==> src/rtl/alu_request_ctrl.sv <==
// ALU/shifter request controller: decodes R/I-type op, issues to the logic unit, waits for Update_UC.
// Latency: start to done = 3 + (WAIT cycles) cycles; 2 cycles for an illegal op.
// Backpressure: one request in flight; start is only sampled in IDLE, otherwise dropped.
module alu_request_ctrl #(
  parameter int DATA_W  = 33,
  parameter int TIMEOUT = 15
) (
  input  logic              clk,
  input  logic              reset,
  input  logic              start,
  input  logic [5:0]        opcode,
  input  logic [5:0]        funct,
  input  logic [4:0]        shamt_in,
  output logic [3:0]        ALUOp,
  output logic [4:0]        SHAMT,
  output logic              ALUSrcB_sel,
  input  logic              Update_UC,
  input  logic [DATA_W-1:0] ALUOut,
  input  logic              OVERFLOW,
  input  logic              ZERO,
  output logic              busy,
  output logic              done,
  output logic [DATA_W-1:0] result,
  output logic              branch_taken,
  output logic              exc_ovf,
  output logic              err_timeout,
  output logic              illegal_op
);

  localparam logic [3:0] OP_ADD = 4'b0001, OP_SUB = 4'b0010, OP_AND = 4'b0011, OP_OR  = 4'b0100;
  localparam logic [3:0] OP_SLL = 4'b1000, OP_SRL = 4'b1001, OP_SRA = 4'b1010, OP_SLT = 4'b1011;
  localparam logic [3:0] CNT_LAST = 4'(TIMEOUT - 1);

  typedef enum logic [2:0] {S_IDLE, S_DECODE, S_ISSUE, S_WAIT, S_RESP} state_t;

  state_t      state, state_nxt;
  logic [5:0]  op_q, funct_q;
  logic [4:0]  shamt_q;
  logic [3:0]  cnt;
  logic [3:0]  dec_op;
  logic [4:0]  dec_shamt;
  logic        dec_imm, dec_ovf, dec_beq, dec_bne, dec_legal;
  logic        timeout_hit;

  // Decode works on the latched instruction fields, never on the live inputs.
  always_comb begin
    dec_op    = 4'b0000;
    dec_shamt = 5'd0;
    dec_imm   = 1'b0;
    dec_ovf   = 1'b0;
    dec_beq   = 1'b0;
    dec_bne   = 1'b0;
    dec_legal = 1'b1;
    if (op_q == 6'h00) begin
      case (funct_q)
        6'h20: begin dec_op = OP_ADD; dec_ovf = 1'b1; end
        6'h21: dec_op = OP_ADD;
        6'h22: begin dec_op = OP_SUB; dec_ovf = 1'b1; end
        6'h23: dec_op = OP_SUB;
        6'h24: dec_op = OP_AND;
        6'h25: dec_op = OP_OR;
        6'h2A: dec_op = OP_SLT;
        6'h00: begin dec_op = OP_SLL; dec_shamt = shamt_q; end
        6'h02: begin dec_op = OP_SRL; dec_shamt = shamt_q; end
        6'h03: begin dec_op = OP_SRA; dec_shamt = shamt_q; end
        default: dec_legal = 1'b0;
      endcase
    end else begin
      case (op_q)
        6'h08: begin dec_op = OP_ADD; dec_imm = 1'b1; dec_ovf = 1'b1; end
        6'h09: begin dec_op = OP_ADD; dec_imm = 1'b1; end
        6'h04: begin dec_op = OP_SUB; dec_beq = 1'b1; end
        6'h05: begin dec_op = OP_SUB; dec_bne = 1'b1; end
        default: dec_legal = 1'b0;
      endcase
    end
  end

  assign timeout_hit = (cnt == CNT_LAST);

  always_ff @(posedge clk) begin
    if (reset) state <= S_IDLE;
    else       state <= state_nxt;
  end

  always_comb begin
    state_nxt = state;
    case (state)
      S_IDLE:   if (start) state_nxt = S_DECODE;
      S_DECODE: state_nxt = dec_legal ? S_ISSUE : S_RESP;
      S_ISSUE:  state_nxt = S_WAIT;
      S_WAIT:   if (Update_UC || timeout_hit) state_nxt = S_RESP;
      S_RESP:   state_nxt = S_IDLE;
      default:  state_nxt = S_IDLE;
    endcase
  end

  always_comb begin
    ALUOp       = 4'b0000;
    SHAMT       = 5'd0;
    ALUSrcB_sel = 1'b0;
    busy        = 1'b0;
    done        = 1'b0;
    if (state == S_ISSUE || state == S_WAIT) begin
      ALUOp       = dec_op;
      SHAMT       = dec_shamt;
      ALUSrcB_sel = dec_imm;
    end
    if (state == S_ISSUE || state == S_WAIT || state == S_RESP) busy = 1'b1;
    if (state == S_RESP) done = 1'b1;
  end

  // Flags are only ever nonzero while in RESP; result persists across requests.
  always_ff @(posedge clk) begin
    if (reset) begin
      op_q         <= 6'd0;
      funct_q      <= 6'd0;
      shamt_q      <= 5'd0;
      cnt          <= 4'd0;
      result       <= '0;
      branch_taken <= 1'b0;
      exc_ovf      <= 1'b0;
      err_timeout  <= 1'b0;
      illegal_op   <= 1'b0;
    end else begin
      case (state)
        S_IDLE: if (start) begin
          op_q    <= opcode;
          funct_q <= funct;
          shamt_q <= shamt_in;
        end
        S_DECODE: if (!dec_legal) illegal_op <= 1'b1;
        S_WAIT: begin
          cnt <= cnt + 4'd1;
          if (Update_UC) begin
            result       <= ALUOut;
            exc_ovf      <= OVERFLOW & dec_ovf;
            branch_taken <= (dec_beq & ZERO) | (dec_bne & ~ZERO);
            cnt          <= 4'd0;
          end else if (timeout_hit) begin
            err_timeout <= 1'b1;
            cnt         <= 4'd0;
          end
        end
        S_RESP: begin
          branch_taken <= 1'b0;
          exc_ovf      <= 1'b0;
          err_timeout  <= 1'b0;
          illegal_op   <= 1'b0;
        end
        default: ;
      endcase
    end
  end

endmodule

==> config.mk <==
export PLATFORM = sky130hd
export DESIGN_NAME = alu_request_ctrl
export DESIGN_NICKNAME = d
export VERILOG_FILES = /design/src/rtl/alu_request_ctrl.sv
export SDC_FILE = /design/constraint.sdc
export NUM_CORES = 1
export LEC_CHECK = 0
export ABC_AREA = 1
export CELL_PAD_IN_SITES_DETAIL_PLACEMENT = 0
export CELL_PAD_IN_SITES_GLOBAL_PLACEMENT = 2
export CORE_MARGIN = 2
export CORE_UTILIZATION = 22
export CTS_CLUSTER_DIAMETER = 120
export DETAILED_ROUTE_END_ITERATION = 12
export GPL_TIMING_DRIVEN = 0
export HOLD_SLACK_MARGIN = 0.08
export PLACE_DENSITY = 0.77
export SYNTH_ARGS = -nofsm -noshare
export SYNTH_HDL_FRONTEND = slang
export SYNTH_SLANG_ARGS = --single-unit
export TNS_END_PERCENT = 100
==> constraint.sdc <==
create_clock -name clk -period 1.4 [get_ports clk]
set_input_delay 0.14 -clock clk [delete_from_list [all_inputs] [get_ports clk]]
set_output_delay 0.14 -clock clk [all_outputs]
set_load 0.02 [all_outputs]
==> metrics.cfg, run 1 <==
[status]
status = complete, but fails checks
violations = negative setup slack

[grt]
grt_pass1_vias = 2808
overflow = 0
grt_pass1_wl_um = 13500
track_usage_pct = 13.5
antenna_found_initial = 0
grt_start_max_net_pins = 13

[worst_setup_path]
reg2regPathDepth = 14
path_class = flop to output pin
cp.required_ns = 1.26
cp_slowest_cell = dfxtp_4
cp_max_fo = 4
r2r_end = state[2]$_SDFFE_PP0P_
end_kind = output pin
worstPathCellList = nor2_4 -> buf_6 -> nand4_1 -> nand3_2 -> nand2_2 -> nor3_2 -> buf_4
cp_num_buf_inv = 2
critical-path-top-delay-family = simple AND/OR/NAND/NOR gates
crit_arrival_ns = 1.63
cpPeakStageDelay_ns = 0.36
r2r_start = op_q[2]$_SDFFE_PP0P_
worstSetupStartpointType = flop
reg2reg_slack_ns = -0.24
startpoint = funct_q[3]$_SDFFE_PP0P_

[synth]
yosys-top-cells-area = dfxtp_1 49%, nor2_1 12%, o21ai_0 11%
netlist_instances = 340
ys.flop_type = dfxtp_1
ys_top_cells_by_count = 80 x nor2_1, 61 x dfxtp_1, 53 x o21ai_0, 29 x inv_1, 27 x nand2_1
yosys_warnings = 0
async_flop_share_pct = 0
synth_seq_cells = 61
ys_types = 27
synth_edf_count = 0
syn_nets = 398
yosys.area.top_type = dfxtp_1
synth_seq_area_share_pct = 48.5
synth_top_area_share_pct = 48.5
syn_avg_cell_area_um2 = 7.40
synth_area_mm2 = 0.00252
yosysMostFrequentCell = nor2_1

[sta]
postLayoutSetupSlackWorst_ns = -0.370
hold_ws_ns = 0.226
setup-violations-final = 16
drv_slew = 0
rsz0062_at_grt = yes
worst_slew_margin_rel_pct = 68.3
tightest_slew_ns = 0.475
fin_crit_ns = 1.77
finalCritPeriodShare_pct = 126
clock_skew_ns = 0.00646
fmax_mhz = 565
hold_viol = 0

[routing]
vias = 2808
ant_nets = 0
wl_per_cell_um = 13.6
first_pass_iters = 4
drcViolationCount = 0
drt-initial-drc-count = 64
vias_per_cell = 4.41
wirelength_um = 8650

[finish]
antenna_cells = 0
drive_gt1_share_pct = 37.0
fin_nets = 547
syn2layout_area_growth_pct = 93.3
final_cell_area_mm2 = 0.00487

[place]
dpl_cell_area_mm2 = 0.00373
place_congestion = 0.738
dp_hpwl_um = 5680
place_ws_ns = -0.745
port-buffer-count = 103

[power_and_ir_drop]
power.leakage_nw = 2.10
ir_drop_mv = 0.612
power_density_mw_per_mm2 = 1230

[clock_network]
clockBufferDepth = 2
cts_buffers = 9
htreeDepth = 3
cts.sinks = 61
cts-root-buf = clkbuf_16
clk_latency_ns = 0.33
cts_tree = yes
clkTransAtPathRegs_ns = 0.05

[floorplan]
floorplan.initialDensity_pct = 22.3
die_x_um = 111
die-area_mm2 = 0.0123
core_mm2 = 0.0113
ioPinCount = 105
fp.dieH_um = 111
rows = 39

[min_path]
min_from = reset
worstHoldPathCells = 2
worstHoldPathType = input port to flop
hold-path-endpoint = cnt[1]$_SDFFE_PP0P_

[job]
max_cap_violations = 0

==> per-layer routing <==
layer / global-route usage, % / vias up / share of wire (%)
met5: 0 / - / 0
li1: - / 1417 / -
met4: 4.00 / 0 / 0.81
met3: 5.36 / 6 / 7.3
met1: 16.4 / 1318 / 42
met2: 21.9 / 67 / 50
==> sequential cells by signal, summed over array words and instances, names as in the netlist <==
signal / cells
funct_q: 6
exc_ovf: 1
state: 3
op_q: 6
branch_taken: 1
cnt: 4
err_timeout: 1
shamt_q: 5
illegal_op: 1
result: 33
==> per-stage QoR <==
| stage | TNS, ns | util [%] | total power [mW] | cells |
|---|---|---|---|---|
| detailed placement | -16.59 | 33.1 | 3.14 | 586 |
| floorplan | -0.838 | - | 2.67 | 340 |
| global placement | -16.22 | 33.1 | 3.13 | 586 |
| CTS | -4.20 | 37.8 | 5.73 | 617 |
| global route | -6.20 | 43.2 | 6.31 | 637 |
| finish | -3.71 | 43.2 | 5.97 | 637 |
==> where the power goes <==
| part | internal [mW] | switching (mW) |
|---|---|---|
| logic | 0.783 | 0.883 |
| registers | 1.92 | 0.155 |
| clock network | 1.38 | 0.843 |
| total | 4.09 | 1.88 |
==> cell type report <==
cell class	instances	area, um^2
plain buffers	14	109
clock buffers	9	225
clock inverters	7	75.1
fillers	1129	6400
inverters	33	139
multi-input cells	231	1510
flip-flops and latches	61	1260
well taps	143	179
repair buffers	138	1360
repair inverters	1	11.3
==> worst max-delay path by stage <==
stage | end | slack [ns] | cells after the start
floorplan | SHAMT[0] | -0.11 | 6
global placement | ALUOp[0] | -0.72 | 7
detailed placement | ALUOp[0] | -0.75 | 6
CTS | ALUOp[2] | -0.37 | 8
global route | ALUOp[2] | -0.47 | 9
finish | ALUOp[2] | -0.37 | 7
==> worst register-to-register path, delay by kind of cell, from the launching register on <==
kind,cells,cell delay (ns)
DFF,1,0.34
and+or+nand+nor,8,0.51
buffers and inverters,6,0.66
==> cell usage in the layout, fill, tap and decap left out, types with 2 or more instances in the layout <==
cell and instances:
dfxtp_2 10, o21ai_0 35, nor4_1 2, nor2_2 19
dfxtp_4 6, nand3_1 7, nor3_1 4, nand3_2 4
a211oi_2 2, inv_2 9, a21oi_1 23, dfxtp_1 45
inv_8 2, nand2_2 7, nor3_2 8, inv_4 3
nor2_4 27, dlygate4sd2_1 36, nand4_1 4, clkdlybuf4s50_1 54
clkbuf_1 7, buf_6 13, buf_8 4, clkinvlp_4 3
clkbuf_16 13, nand3_4 2, buf_4 29, buf_12 2
o21ai_2 5, nor3_4 3, a21oi_2 2, inv_1 20
nand2_1 19, o21ai_1 13, nor2_1 36
==> repair_timing <==
action / 4_1_cts / 5_1_grt
setup endpoints to repair: 96 / 64
setup buffers: 18 / 16
hold buffers: 0 / 0
pin swaps: 10 / 29
gates cloned: 0 / 5
resized for setup: 161 / 138
==> kinds of logic after synthesis <==
group	count (synthesis)	share of synthesized area (%)
buffers and inverters	48	7.55
adders and majority gates	2	0.994
AOI/OAI and AO/OA	83	17.1
xor gates and xnor gates	2	0.696
DFF	61	48.5
and+or+nand+nor	144	25.1
No activity file was read; power rests on OpenSTA's default activity.
==> run 2: changes to the inputs <==
--- a/config.mk
+++ b/config.mk
@@ -8,7 +8,7 @@
 export ABC_AREA = 1
 export CELL_PAD_IN_SITES_DETAIL_PLACEMENT = 0
 export CELL_PAD_IN_SITES_GLOBAL_PLACEMENT = 2
-export CORE_MARGIN = 2
+export CORE_MARGIN = 3
 export CORE_UTILIZATION = 22
 export CTS_CLUSTER_DIAMETER = 120
 export DETAILED_ROUTE_END_ITERATION = 12
==> run 2 against run 1 <==
Effect of this change: the flow still finishes with violations (negative setup slack); combinational power fell by 15%; wire length shrank 2.6%; worst hold slack got worse by 0.036 ns; register-to-register slack better by 0.22 ns; count of clock-buffer cells in the layout rose by 3; via count fell by 5.1%; sequential cell count unchanged; core utilization decreased by 3.2 points; sequential power about the same; fmax increased by 1.2%; largest cell class is now non-clock buffers.
==> metrics.cfg, run 2 (same netlist as run 1, synthesis figures left out) <==
[clock_network]
cts_buffers = 9  ; unchanged
cts.sinks = 61  ; unchanged
cts-root-buf = clkbuf_16
clk_latency_ns = 0.33  ; about the same
cts_tree = yes
clockBufferDepth = 2  ; unchanged
clkTransAtPathRegs_ns = 0.05  ; about the same
htreeDepth = 3  ; unchanged
ctsHoldBuffers = 0  ; unchanged

[sta]
setup-violations-final = 12  ; -4
hold_ws_ns = 0.190  ; -0.0358 ns
tightest_slew_ns = 0.452  ; -0.0225 ns
setup_tns_ns = -3.07  ; +0.635 ns
fin_crit_ns = 1.75  ; -0.0217 ns
fmax_mhz = 572  ; +1.2%
finalCritPeriodShare_pct = 125  ; -1.6 points
worst_slew_margin_rel_pct = 69.8  ; +1.5 points
rsz0062_at_grt = yes
postLayoutSetupSlackWorst_ns = -0.348  ; +0.0217 ns
drv_slew = 0  ; unchanged
clock_skew_ns = 0.00673  ; +0.000272 ns
hold_viol = 0  ; unchanged

[worst_setup_path]
cp.required_ns = 1.26  ; about the same
r2r_end = branch_taken$_SDFFE_PP0P_
worstSetupStartpointType = flop
cp_max_fo = 4  ; unchanged
path_class = flop to output pin
reg2regPathDepth = 6  ; -8
crit_arrival_ns = 1.61  ; -0.02 ns
reg2reg_slack_ns = -0.02  ; +0.22 ns
r2r_start = op_q[5]$_SDFFE_PP0P_
end_kind = output pin

[floorplan]
floorplan.initialDensity_pct = 22.8  ; +0.49 points
ioPinCount = 105  ; unchanged
rows = 38  ; -2.6%
die_x_um = 113  ; +1.8%
fp.dieH_um = 113  ; +1.8%
die-area_mm2 = 0.0128  ; +3.6%
core_mm2 = 0.0110  ; -2.1%

[grt]
grt_pass1_wl_um = 13200  ; -2.5%
overflow = 0  ; unchanged
antenna_found_initial = 1  ; +1
grt_start_max_net_pins = 11  ; -2
grt_pass1_vias = 2674  ; -4.8%
track_usage_pct = 13.0  ; -0.44 points

[finish]
syn2layout_area_growth_pct = 75.3
layout_commonest_cell = nor2_1
final_cell_mix = 73 x nor2_1, 54 x clkdlybuf4s50_1, 50 x dfxtp_1, 37 x dlygate4sd2_1, 32 x o21ai_0
fin_nets = 530  ; -3.1%
fin_cells = 617  ; -3.1%
final_util_pct = 40.0  ; -3.2 points
drive_gt1_share_pct = 23.1  ; -14 points
reg.largest.list = result (33), funct_q (6), op_q (6)
final_cell_area_mm2 = 0.00441  ; -9.3%
antenna_cells = 0  ; unchanged
regMostFlops = result
largest_register_ffs = 33  ; unchanged

[routing]
ant_nets = 0  ; unchanged
drcViolationCount = 0  ; unchanged
drt-initial-drc-count = 63  ; -1.6%
wirelength_um = 8420  ; -2.6%
wl_per_cell_um = 13.6  ; +0.52%
vias = 2664  ; -5.1%
vias_per_cell = 4.32  ; -2.1%
first_pass_iters = 4  ; unchanged

[min_path]
min_from = reset
worstHoldPathType = input port to flop
worstHoldPathCells = 2  ; unchanged
hold-path-endpoint = cnt[1]$_SDFFE_PP0P_

[power_and_ir_drop]
ir_drop_mv = 0.403  ; -34%
finalPower_mw = 5.56  ; -6.9%
switchingPower_mw = 1.74  ; -7.4%
p_clk_share_pct = 37.3  ; about the same
p_int_mw = 3.82  ; -6.6%
p_seq_share_pct = 37.2  ; +2.4 points
swShare_pct = 31.3  ; -0.18 points
power_density_mw_per_mm2 = 1260  ; +2.7%
pwr-share-comb_pct = 25.5  ; -2.4 points
power.leakage_nw = 1.99  ; -5.1%

[job]
max_cap_violations = 0  ; unchanged

[place]
dpl_cell_area_mm2 = 0.00373  ; -0.10%
place_ws_ns = -0.701  ; +0.0443 ns
port-buffer-count = 103  ; unchanged
dp_hpwl_um = 5880  ; +3.5%
dp_cells = 583  ; -0.51%
place_congestion = 0.730  ; -1.0%

[status]
violations = negative setup slack
status = complete, but fails checks

-- run 2: changes by cell type in the layout (fill, tap and decap cells not counted), moves of 4 or more --
| cell | before | now |
|---|---|---|
| buf_4 | 29 | 17 |
| o21ai_1 | 13 | 20 |
| nor2_2 | 19 | 3 |
| nor2_1 | 36 | 73 |
| dfxtp_1 | 45 | 50 |
| inv_2 | 9 | 5 |
| o21ai_2 | 5 | 1 |
| nand2_1 | 19 | 23 |
| nor2_4 | 27 | 6 |
-- run 2: cell type report --
| class | count | area [um^2] |
|---|---|---|
| multi-input cells | 231 | 1290 |
| well taps | 140 | 175 |
| plain buffers | 15 | 109 |
| repair buffers | 121 | 1180 |
| inverters | 33 | 139 |
| flip-flops and latches | 61 | 1240 |
| fillers | 1180 | 6620 |
| clock buffers | 12 | 256 |
| clock inverters | 4 | 22.5 |
-- run 2: worst max path at each step --
stage,start,endpoint,cells after the start
final,funct_q[3]$_SDFFE_PP0P_,ALUOp[1],6
after global placement,funct_q[1]$_SDFFE_PP0P_,ALUOp[0],7
after detailed placement,funct_q[2]$_SDFFE_PP0P_,ALUOp[0],6
after floorplan,state[1]$_SDFFE_PP0P_,SHAMT[0],6
after global routing,op_q[5]$_SDFFE_PP0P_,SHAMT[1],8
after CTS,op_q[4]$_SDFFE_PP0P_,SHAMT[4],8
-- run 2: layer usage --
layer  global-route usage (%)  vias up  share of wire [%]
met2                     19.9       74                 45
met1                     15.3     1201                 44
met4                     4.81        2                1.2
li1                         -     1376                  -
met5                        0        -              0.083
met3                     7.22       11                9.7
-- run 2: critical path, stage by stage, from the launching register on --
cell      delay [ns]
dfxtp_2         0.33
nor2_2          0.15
nand2_1         0.10
a211oi_2        0.21
nor3_2          0.08
a211oi_4        0.25
buf_6           0.15
-- run 2: power by group through the flow --
stage / Combinational [mW] / Clock (mW) / Sequential [mW]
after floorplan: 0.594 / 0 / 2.08
after global placement: 1.09 / 0 / 2.05
after detailed placement: 1.09 / 0 / 2.05
after CTS: 1.26 / 2.15 / 2.04
after global routing: 1.56 / 2.22 / 2.09
final: 1.42 / 2.07 / 2.07
-- run 2: what timing repair did --
item	4_1_cts	5_1_grt
resized for setup	146	71
endpoints found under the setup margin	97	62
pin swaps	13	20
buffers inserted	8	8
cloned	0	2
==> run 3: changes to the inputs <==
--- a/config.mk
+++ b/config.mk
@@ -15,6 +15,7 @@
 export GPL_TIMING_DRIVEN = 0
 export HOLD_SLACK_MARGIN = 0.08
 export PLACE_DENSITY = 0.77
+export RECOVER_POWER = 25
 export SYNTH_ARGS = -nofsm -noshare
 export SYNTH_HDL_FRONTEND = slang
 export SYNTH_SLANG_ARGS = --single-unit
==> run 3 against run 2 <==
Effect of this change: the run still ends with negative setup slack left; largest cell class unchanged; wire length is essentially flat; clock power about the same; global-route usage unchanged; cell count unchanged.
==> metrics.cfg, run 3 (same netlist as run 1, synthesis figures left out) <==
[routing]
wl_per_cell_um = 13.6  ; about the same
vias_per_cell = 4.32  ; unchanged
ant_nets = 0  ; unchanged
first_pass_iters = 4  ; unchanged
drt-initial-drc-count = 63  ; unchanged
vias = 2664  ; unchanged
wirelength_um = 8420  ; about the same
drcViolationCount = 0  ; unchanged

[floorplan]
fp.dieH_um = 113  ; unchanged
rows = 38  ; unchanged
core_mm2 = 0.0110  ; unchanged
die_x_um = 113  ; unchanged
die-area_mm2 = 0.0128  ; unchanged
ioPinCount = 105  ; unchanged
floorplan.initialDensity_pct = 22.8  ; unchanged

[sta]
tightest_slew_ns = 0.452  ; -0.000000358 ns
clock_skew_ns = 0.00673  ; unchanged
postLayoutSetupSlackWorst_ns = -0.348  ; unchanged
finalCritPeriodShare_pct = 125  ; unchanged
fmax_mhz = 572  ; unchanged
setup-violations-final = 12  ; unchanged
fin_crit_ns = 1.75  ; unchanged
drv_slew = 0  ; unchanged
hold_viol = 0  ; unchanged
rsz0062_at_grt = yes
worst_slew_margin_rel_pct = 69.8  ; unchanged

[place]
dp_hpwl_um = 5880  ; unchanged
dp_cells = 583  ; unchanged
port-buffer-count = 103  ; unchanged
dpl_cell_area_mm2 = 0.00373  ; unchanged
place_congestion = 0.730  ; unchanged

[worst_setup_path]
cp_max_fo = 4  ; unchanged
end_kind = output pin
worstPathCellList = nor2_2 -> nand2_1 -> a211oi_2 -> nor3_2 -> a211oi_4 -> buf_6
cpPeakStageDelay_ns = 0.33  ; about the same
cp.required_ns = 1.26  ; about the same
worstSetupStartpointType = flop
crit_arrival_ns = 1.61  ; about the same
path_class = flop to output pin
cp_slowest_cell = dfxtp_2

[clock_network]
clkTransAtPathRegs_ns = 0.05  ; about the same
htreeDepth = 3  ; unchanged
clk_latency_ns = 0.33  ; about the same
clockBufferDepth = 2  ; unchanged
cts_buffers = 9  ; unchanged
ctsHoldBuffers = 0  ; unchanged
cts.sinks = 61  ; unchanged
cts_tree = yes
cts-root-buf = clkbuf_16

[finish]
final_cell_area_mm2 = 0.00441  ; -0.11%
regMostFlops = result
fin_cells = 617  ; unchanged
multiInputGateArea_mm2 = 0.00128  ; -0.39%
layout_commonest_cell = nor2_1
syn2layout_area_growth_pct = 75.1
drive_gt1_share_pct = 22.9  ; -0.21 points
reg.largest.list = result (33), funct_q (6), op_q (6)
largest_register_ffs = 33  ; unchanged
antenna_cells = 0  ; unchanged
seqCellArea_mm2 = 0.00124  ; unchanged
fin_nets = 530  ; unchanged
fill_cells = 1181  ; +0.085%
final_cell_mix = 73 x nor2_1, 54 x clkdlybuf4s50_1, 50 x dfxtp_1, 37 x dlygate4sd2_1, 32 x o21ai_0

[power_and_ir_drop]
power_density_mw_per_mm2 = 1260  ; +0.11%
ir_drop_mv = 0.403  ; unchanged
power.leakage_nw = 1.99  ; about the same

[min_path]
worstHoldPathType = input port to flop

[grt]
overflow = 0  ; unchanged
track_usage_pct = 13.0  ; unchanged
grt_start_max_net_pins = 11  ; unchanged
grt_pass1_wl_um = 13200  ; unchanged
grt_pass1_vias = 2674  ; unchanged
antenna_found_initial = 1  ; unchanged

[status]
violations = negative setup slack
status = complete, but fails checks

[job]
max_cap_violations = 0  ; unchanged

==> run 3: cell counts in the layout (fill, tap and decap cells not counted) <==
No cell type changed its count.
==> run 3: repair_timing <==
item	4_1_cts	5_1_grt
gates resized for setup	146	71
pin swaps	13	20
endpoints found under the setup margin	97	62
cloned	0	2
setup buffers	8	8
==> run 3: per-layer routing <==
| layer | up-vias | GRT usage (%) | part of all wire, % |
|---|---|---|---|
| li1 | 1376 | - | - |
| met4 | 2 | 4.81 | 1.2 |
| met2 | 74 | 19.9 | 45 |
| met3 | 11 | 7.22 | 9.7 |
| met1 | 1201 | 15.3 | 44 |
| met5 | - | 0 | 0.083 |
==> run 3: worst paths after layout <==
check                                   end  depth (start not counted)  slack, ns                    start
setup reg to reg  branch_taken$_SDFFE_PP0P_                          6      -0.02     op_q[5]$_SDFFE_PP0P_
setup / recovery                   ALUOp[1]                          6      -0.35  funct_q[3]$_SDFFE_PP0P_
hold reg to reg        exc_ovf$_SDFFE_PP0P_                          2       0.45     exc_ovf$_SDFFE_PP0P_
hold / removal          cnt[1]$_SDFFE_PP0P_                          2       0.19                    reset
==> run 3: area by class of cell <==
type                            instances  share of cell area (%)
Timing Repair Buffer                  121                    26.8
Sequential cell                        61                    28.2
Multi-Input combinational cell        231                    29.1
Tap cell                              140                    3.97
Clock inverter                          4                   0.511
Clock buffer                           12                    5.82
Inverter                               33                    3.15
Buffer                                 15                    2.47
==> run 3: power by group <==
group | total, mW | internal [mW] | switching, mW
sequential | 2.07 | 1.92 | 0.152
clock | 2.07 | 1.28 | 0.791
combinational | 1.42 | 0.619 | 0.799
==> run 3: worst max-delay path: cells and delay by family, from the launching register on <==
family,cells,cell delay (ns)
compound gates,2,0.46
buf+inv,1,0.15
flops,1,0.33
simple gates,3,0.33
==> run 3: per-stage QoR <==
step           power, mW  setup WS (ns)  TNS [ns]  utilization (%)  hold slack [ns]
2_1_floorplan       2.67         -0.112    -0.838                -            0.275
3_3_place_gp        3.13         -0.714    -16.14             33.8            0.440
3_5_place_dp        3.14         -0.701    -16.60             33.8            0.447
4_1_cts             5.45         -0.397     -3.56             37.6            0.193
5_1_grt             5.87         -0.448     -5.46             40.0            0.238
6_report            5.56         -0.348     -3.07             40.0            0.190
